===== src/rtl/mips_main_control_fsm.sv =====
// ---------------------------------------------------------------------------
// mips_main_control_fsm: multicycle MIPS main control (Moore FSM, mem_ready handshake).
// Optional macro MAIN_FSM_ADDI_EN adds addi decode (ADDIEX/ADDIWB). Rev 1.0
// ---------------------------------------------------------------------------
`default_nettype none

module mips_main_control_fsm (
  input  logic       clk,
  input  logic       rst_n,
  input  logic [5:0] Op,
  input  logic       Zero,
  input  logic       mem_ready,
  output logic       PCWrite,
  output logic       PCWriteCond,
  output logic       IorD,
  output logic       MemRead,
  output logic       MemWrite,
  output logic       MemtoReg,
  output logic       IRWrite,
  output logic       ALUSrcA,
  output logic       RegWrite,
  output logic       RegDst,
  output logic [1:0] ALUSrcB,
  output logic [1:0] PCSource,
  output logic [1:0] ALUOp,
  output logic       illegal_op,
  output logic [3:0] state
);

  localparam logic [5:0] C_OP_RTYPE = 6'b000000;
  localparam logic [5:0] C_OP_J     = 6'b000010;
  localparam logic [5:0] C_OP_BEQ   = 6'b000100;
  localparam logic [5:0] C_OP_ADDI  = 6'b001000;
  localparam logic [5:0] C_OP_LW    = 6'b100011;
  localparam logic [5:0] C_OP_SW    = 6'b101011;

  typedef enum logic [3:0] {
    S_IDLE   = 4'd0,
    S_FETCH  = 4'd1,
    S_DECODE = 4'd2,
    S_MEMADR = 4'd3,
    S_MEMRD  = 4'd4,
    S_MEMWB  = 4'd5,
    S_MEMWR  = 4'd6,
    S_EXEC   = 4'd7,
    S_RWB    = 4'd8,
    S_BRANCH = 4'd9,
`ifdef MAIN_FSM_ADDI_EN
    S_JUMP   = 4'd10,
    S_ADDIEX = 4'd11,
    S_ADDIWB = 4'd12
`else
    S_JUMP   = 4'd10
`endif
  } state_t;

  state_t state_q, state_d;

  // Zero only feeds the datapath PC-enable logic; it never steers the FSM.
  logic unused_zero;
  assign unused_zero = Zero;

  always_ff @(posedge clk) begin
    if (!rst_n) state_q <= S_IDLE;
    else        state_q <= state_d;
  end

  assign state = state_q;

  always_comb begin
    state_d     = S_FETCH;
    PCWrite     = 1'b0;
    PCWriteCond = 1'b0;
    IorD        = 1'b0;
    MemRead     = 1'b0;
    MemWrite    = 1'b0;
    MemtoReg    = 1'b0;
    IRWrite     = 1'b0;
    ALUSrcA     = 1'b0;
    RegWrite    = 1'b0;
    RegDst      = 1'b0;
    ALUSrcB     = 2'b00;
    PCSource    = 2'b00;
    ALUOp       = 2'b00;
    illegal_op  = 1'b0;
    case (state_q)
      S_IDLE: state_d = S_FETCH;
      S_FETCH: begin
        MemRead = 1'b1;
        ALUSrcB = 2'b01;
        IRWrite = mem_ready;
        PCWrite = mem_ready;
        state_d = mem_ready ? S_DECODE : S_FETCH;
      end
      S_DECODE: begin
        ALUSrcB = 2'b11;
        case (Op)
          C_OP_LW, C_OP_SW: state_d = S_MEMADR;
          C_OP_RTYPE:       state_d = S_EXEC;
          C_OP_BEQ:         state_d = S_BRANCH;
          C_OP_J:           state_d = S_JUMP;
`ifdef MAIN_FSM_ADDI_EN
          C_OP_ADDI:        state_d = S_ADDIEX;
`endif
          default: begin
            state_d    = S_FETCH;
            illegal_op = 1'b1;
          end
        endcase
      end
      S_MEMADR: begin
        ALUSrcA = 1'b1;
        ALUSrcB = 2'b10;
        state_d = (Op == C_OP_SW) ? S_MEMWR : S_MEMRD;
      end
      S_MEMRD: begin
        MemRead = 1'b1;
        IorD    = 1'b1;
        state_d = mem_ready ? S_MEMWB : S_MEMRD;
      end
      S_MEMWB: begin
        RegWrite = 1'b1;
        MemtoReg = 1'b1;
      end
      S_MEMWR: begin
        MemWrite = 1'b1;
        IorD     = 1'b1;
        state_d  = mem_ready ? S_FETCH : S_MEMWR;
      end
      S_EXEC: begin
        ALUSrcA = 1'b1;
        ALUOp   = 2'b10;
        state_d = S_RWB;
      end
      S_RWB: begin
        RegWrite = 1'b1;
        RegDst   = 1'b1;
      end
      S_BRANCH: begin
        ALUSrcA     = 1'b1;
        ALUOp       = 2'b01;
        PCWriteCond = 1'b1;
        PCSource    = 2'b01;
      end
      S_JUMP: begin
        PCWrite  = 1'b1;
        PCSource = 2'b10;
      end
`ifdef MAIN_FSM_ADDI_EN
      S_ADDIEX: begin
        ALUSrcA = 1'b1;
        ALUSrcB = 2'b10;
        state_d = S_ADDIWB;
      end
      S_ADDIWB: RegWrite = 1'b1;
`endif
      default: state_d = S_FETCH;
    endcase
  end

`ifndef MAIN_FSM_ADDI_EN
  logic [5:0] unused_addi_op;
  assign unused_addi_op = C_OP_ADDI;
`endif

endmodule

`default_nettype wire


===== config.mk =====
export PLATFORM = sky130hd
export DESIGN_NAME = mips_main_control_fsm
export DESIGN_NICKNAME = d
export VERILOG_FILES = /design/src/rtl/mips_main_control_fsm.sv
export SDC_FILE = /design/constraint.sdc
export NUM_CORES = 1
export LEC_CHECK = 0
export CORE_MARGIN = 2
export CORE_UTILIZATION = 36
export CTS_CLUSTER_DIAMETER = 30
export DETAILED_ROUTE_END_ITERATION = 8
export PLACE_DENSITY = 0.77
export SKIP_LAST_GASP = 1
export SYNTH_ARGS = -nofsm -noshare
export SYNTH_HDL_FRONTEND = slang
export SYNTH_SLANG_ARGS = --single-unit

===== constraint.sdc =====
create_clock -name clk -period 1.7 [get_ports clk]
set_clock_uncertainty 0.2 [all_clocks]
set_input_delay 0.255 -clock clk [delete_from_list [all_inputs] [get_ports clk]]
set_output_delay 0.255 -clock clk [all_outputs]
set_load 0.05 [all_outputs]

==> flow_summary.toml, run 1 <==
[status]
run_status = "did not finish"
failing_step = "clock tree synthesis (4_1_cts)"
toolErrorMsg = "[ERROR DPL-0038] Utilization greater than 100%, impossible to legalize"

[clocking]
numCtsBuffers = 3
cts_resized = 46
cts_setup_buffers = 14
clock-root-buffer = "clkbuf_4"
h-tree-depth = 1
hold_buffers = 0
max-clock-path-buffers = 2
cts.sinks = 4

[die]
num_rows = 13
die_h_um = 42.4
dieWidth_um = 42.4
ios = 31
initial_core_util_pct = 39.8

[logic_synthesis]
yosysTopAreaCell = "dfxtp_1"
syn_inst = 72
synth_area_per_cell_um2 = 7.37
yosysTopAreaCellShare_pct = 15.1
yosys_warnings = 0
syn_area_um2 = 531
synthesis.nets = 82
ys_top_cells_by_area = "dfxtp_1 15%, nor2_1 8.5%, nand2b_1 5.9%, buf_2 4.7%, a21oi_1 3.8%"
synth.distinct_cells = 38
seq_area_frac_synth_pct = 15.1
yosys_register_bits = 4

[placement]
gp_congestion = 0.756
place_area_mm2 = 0.00130
hpwl_um = 2080
io_buffers = 29
per-stage QoR:
step / instances / setup slack, ns / util [%]
2_1_floorplan: 72 / -0.326 / -
3_3_place_gp: 128 / -0.382 / 97.2
3_5_place_dp: 128 / -0.424 / 97.2
Yosys cell counts, drive strengths merged:
library cell,n
and3,1
inv,1
o211ai,1
mux2i,1
nand4b,1
nand3b,1
o31a,2
xnor2,1
and3b,2
a2111oi,1
nand4,1
nor3,2
mux2,1
a21oi,4
or4b,1
o221a,1
o211a,1
nor4b,1
and2,3
o21ai,1
buf,6
nor4bb,2
nor2,12
a211oi,1
nor4,2
nor2b,1
nand2b,5
nand2,2
nor3b,3
o21bai,1
a31oi,2
xor2,1
clkbuf,1
or4,1
dfxtp,4
cell families after synthesis:
logic type | count (synthesis) | share of synthesized area (%)
muxes | 2 | 4.01
xor gates and xnor gates | 2 | 3.30
and+or+nand+nor | 41 | 48.6
AOI/OAI and AO/OA | 15 | 21.5
buffers and inverters | 8 | 7.55
DFF | 4 | 15.1
==> inputs of run 2 (changes only) <==
- CORE_AREA: default -> 2 2 63 65
- CORE_MARGIN: 2 -> default
- CORE_UTILIZATION: 36 -> default
- CTS_CLUSTER_DIAMETER: 30 -> default
- DIE_AREA: default -> 0 0 65 67
- PLACE_DENSITY: 0.77 -> default
- PLACE_DENSITY_LB_ADDON: default -> 0.15
==> flow_summary.toml, run 2 <==
[route]
drtAntennaViolNets = 0
drt_wl_total_um = 2140
first_iter_violations = 22
drtPass1Iterations = 4
via_per_inst = 4.42
wl_per_cell_um = 11.9
vias = 796
drc = 0

[final_layout]
final_cell_mix = "25 x buf_4, 24 x buf_12, 7 x nor2_4"
area_growth_pct = 217
post-route-util_pct = 46.7
n_fill_cell = 348
drive_above_1_share_pct = 69.7
final_nets = 144
final_common_cell = "buf_4"
largest_register_ff_count = 4
diodes = 0

[die]
die_h_um = 67
dieArea_mm2 = 0.00436
num_rows = 22
core_mm2 = 0.00361
initial_core_util_pct = 14.7
ios = 31
dieWidth_um = 65

[power_and_ir_drop]
intPower_uw = 405
p_comb_share_pct = 49.3
switching_share_pct = 31.7
p_clk_share_pct = 34.3
p_per_area_mw_per_mm2 = 353
p_switching_uw = 188
peakVddDrop_uv = 199
seq_power_share_pct = 16.4
p_leak_nw = 0.660

[run]
drv_cap = 0

[setup_path]
cp.arrival_ns = 1.58
path_class = "reg -> out"
cpPeakStageDelay_ns = 0.55
cp_data_required_time_ns = 1.24
path_cells = "or4b_4, a21oi_2, nor3b_4, buf_6"
cp-end-kind = "primary output"
crit_family = "simple AND/OR/NAND/NOR gates"
cp-start-kind = "flip-flop"
crit_slowest_cell = "or4b_4"
path_buf_inv = 1
cp_max_fo = 2

[sta]
worst_pin_slew_ns = 0.334
postLayoutSetupSlackWorst_ns = -0.335
drv_slew = 0
period_needed_ns = 2.03
fmax_mhz = 491
finalSetupViolCount = 19
max-slew-margin-rel_pct = 77.6
finalHoldViolations = 0
rsz0062_at_grt = "yes"
fin_crit_sh_pct = 120
fin_hold_ws_ns = 0.387

[clocking]
cts.sinks = 4
clock-root-buffer = "clkbuf_8"
h-tree-depth = 1
cts_tree = "built"
hold_buffers = 0
max-clock-path-buffers = 2
clk_pin_slew_ns = 0.03
numCtsBuffers = 3
clock_latency_ns = 0.22

[status]
run_status = "complete, but fails checks"
violations = "negative setup slack"

[logic_synthesis]
synth_edf_count = 0
synthesis.nets = 82
yosysTopAreaCell = "dfxtp_1"
syn_area_um2 = 531
yosysTopAreaCellShare_pct = 15.1
yosys_register_bits = 4
ys_top_cells_by_area = "dfxtp_1 15%, nor2_1 8.5%, nand2b_1 5.9%, buf_2 4.7%, a21oi_1 3.8%"
async_reset_ff_share_pct = 0
seq_area_frac_synth_pct = 15.1
yosys_warnings = 0
yosys-top-cells-count = "12 x nor2_1, 5 x buf_2, 5 x nand2b_1"
synth.distinct_cells = 38
syn_inst = 72
synth_area_per_cell_um2 = 7.37
synthFlopType = "dfxtp_1"
yosysMostFrequentCell = "nor2_1"

[global_routing]
grt_pass1_wl_um = 3480
grt_usage_pct = 10.5
antenna_found_initial = 0
overflow = 0
first_global_vias = 741
grt_max_degree = 18

[placement]
gp_congestion = 0.755
hpwl_um = 1470
io_buffers = 29

[hold_path]
hold_path.class = "in -> reg"
## run 2: worst paths after layout
path	from	to	slack, ns	depth (start not counted)
max	state[3]	illegal_op	-0.33	4
min	Op[3]	state[3]	0.39	4
min reg2reg	state[1]	state[3]	0.54	3
max reg2reg	state[2]	state[2]	-0.12	6
## run 2: area by class of cell
type	instances	area, um2	share of cell area (%)
Tap cell	48	60.1	3.57
Sequential cell	4	95.1	5.65
Clock buffer	3	41.3	2.45
Inverter	1	3.75	0.223
Multi-Input combinational cell	60	618	36.7
Timing Repair Buffer	64	866	51.4
## run 2: power groups by stage
stage	Clock [mW]	Sequential (mW)	Combinational, mW
2_1_floorplan	0	0.108	0.123
3_3_place_gp	0	0.0957	0.238
3_5_place_dp	0	0.0958	0.240
4_1_cts	0.213	0.0969	0.282
5_1_grt	0.222	0.0975	0.309
6_report	0.204	0.0971	0.293
## run 2: per-layer routing
layer | vias up | part of all wire, % | wire, um | global-route usage [%]
met5 | - | 0 | 0 | 0
met4 | 0 | 1.2 | 26 | 3.19
met1 | 382 | 42 | 889 | 12.3
met3 | 5 | 4.1 | 88 | 3.21
li1 | 391 | - | - | -
met2 | 18 | 53 | 1130 | 18.2
## run 2: timing repair
item	4_1_cts	5_1_grt
gates cloned	2	0
gates resized for setup	20	12
setup buffers	7	8
pin swaps	4	9
setup endpoints to repair	18	20
## run 2: through the flow
step / setup TNS (ns) / setup WS (ns) / power (mW) / std cells / instance area [um2]
finish: -2.81 / -0.335 / 0.594 / 180 / 1680
global placement: -1.65 / -0.406 / 0.334 / 160 / 1330
CTS: -2.86 / -0.362 / 0.592 / 172 / 1570
detailed placement: -1.68 / -0.425 / 0.335 / 160 / 1330
global route: -4.02 / -0.379 / 0.628 / 180 / 1680
floorplan: -1.31 / -0.326 / 0.232 / 72 / 719
## run 2: logic make-up (layout without fill, tap and decap cells)
logic type | Yosys count | count (layout) | share of synthesized area (%)
AO/OA/AOI/OAI | 15 | 15 | 21.5
XOR/XNOR | 2 | 2 | 3.30
buffers and inverters | 8 | 68 | 7.55
flip-flops | 4 | 4 | 15.1
multiplexers | 2 | 2 | 4.01
AND/OR/NAND/NOR | 41 | 41 | 48.6
## run 2: worst register-to-register path, stage by stage, from the launching register on
cell	delay [ns]
dfxtp_4	0.33
buf_6	0.11
buf_12	0.13
buf_12	0.13
nor4b_4	0.22
nand4b_1	0.20
a2111oi_4	0.38
Note: power is estimated with default switching activity, not from simulation.
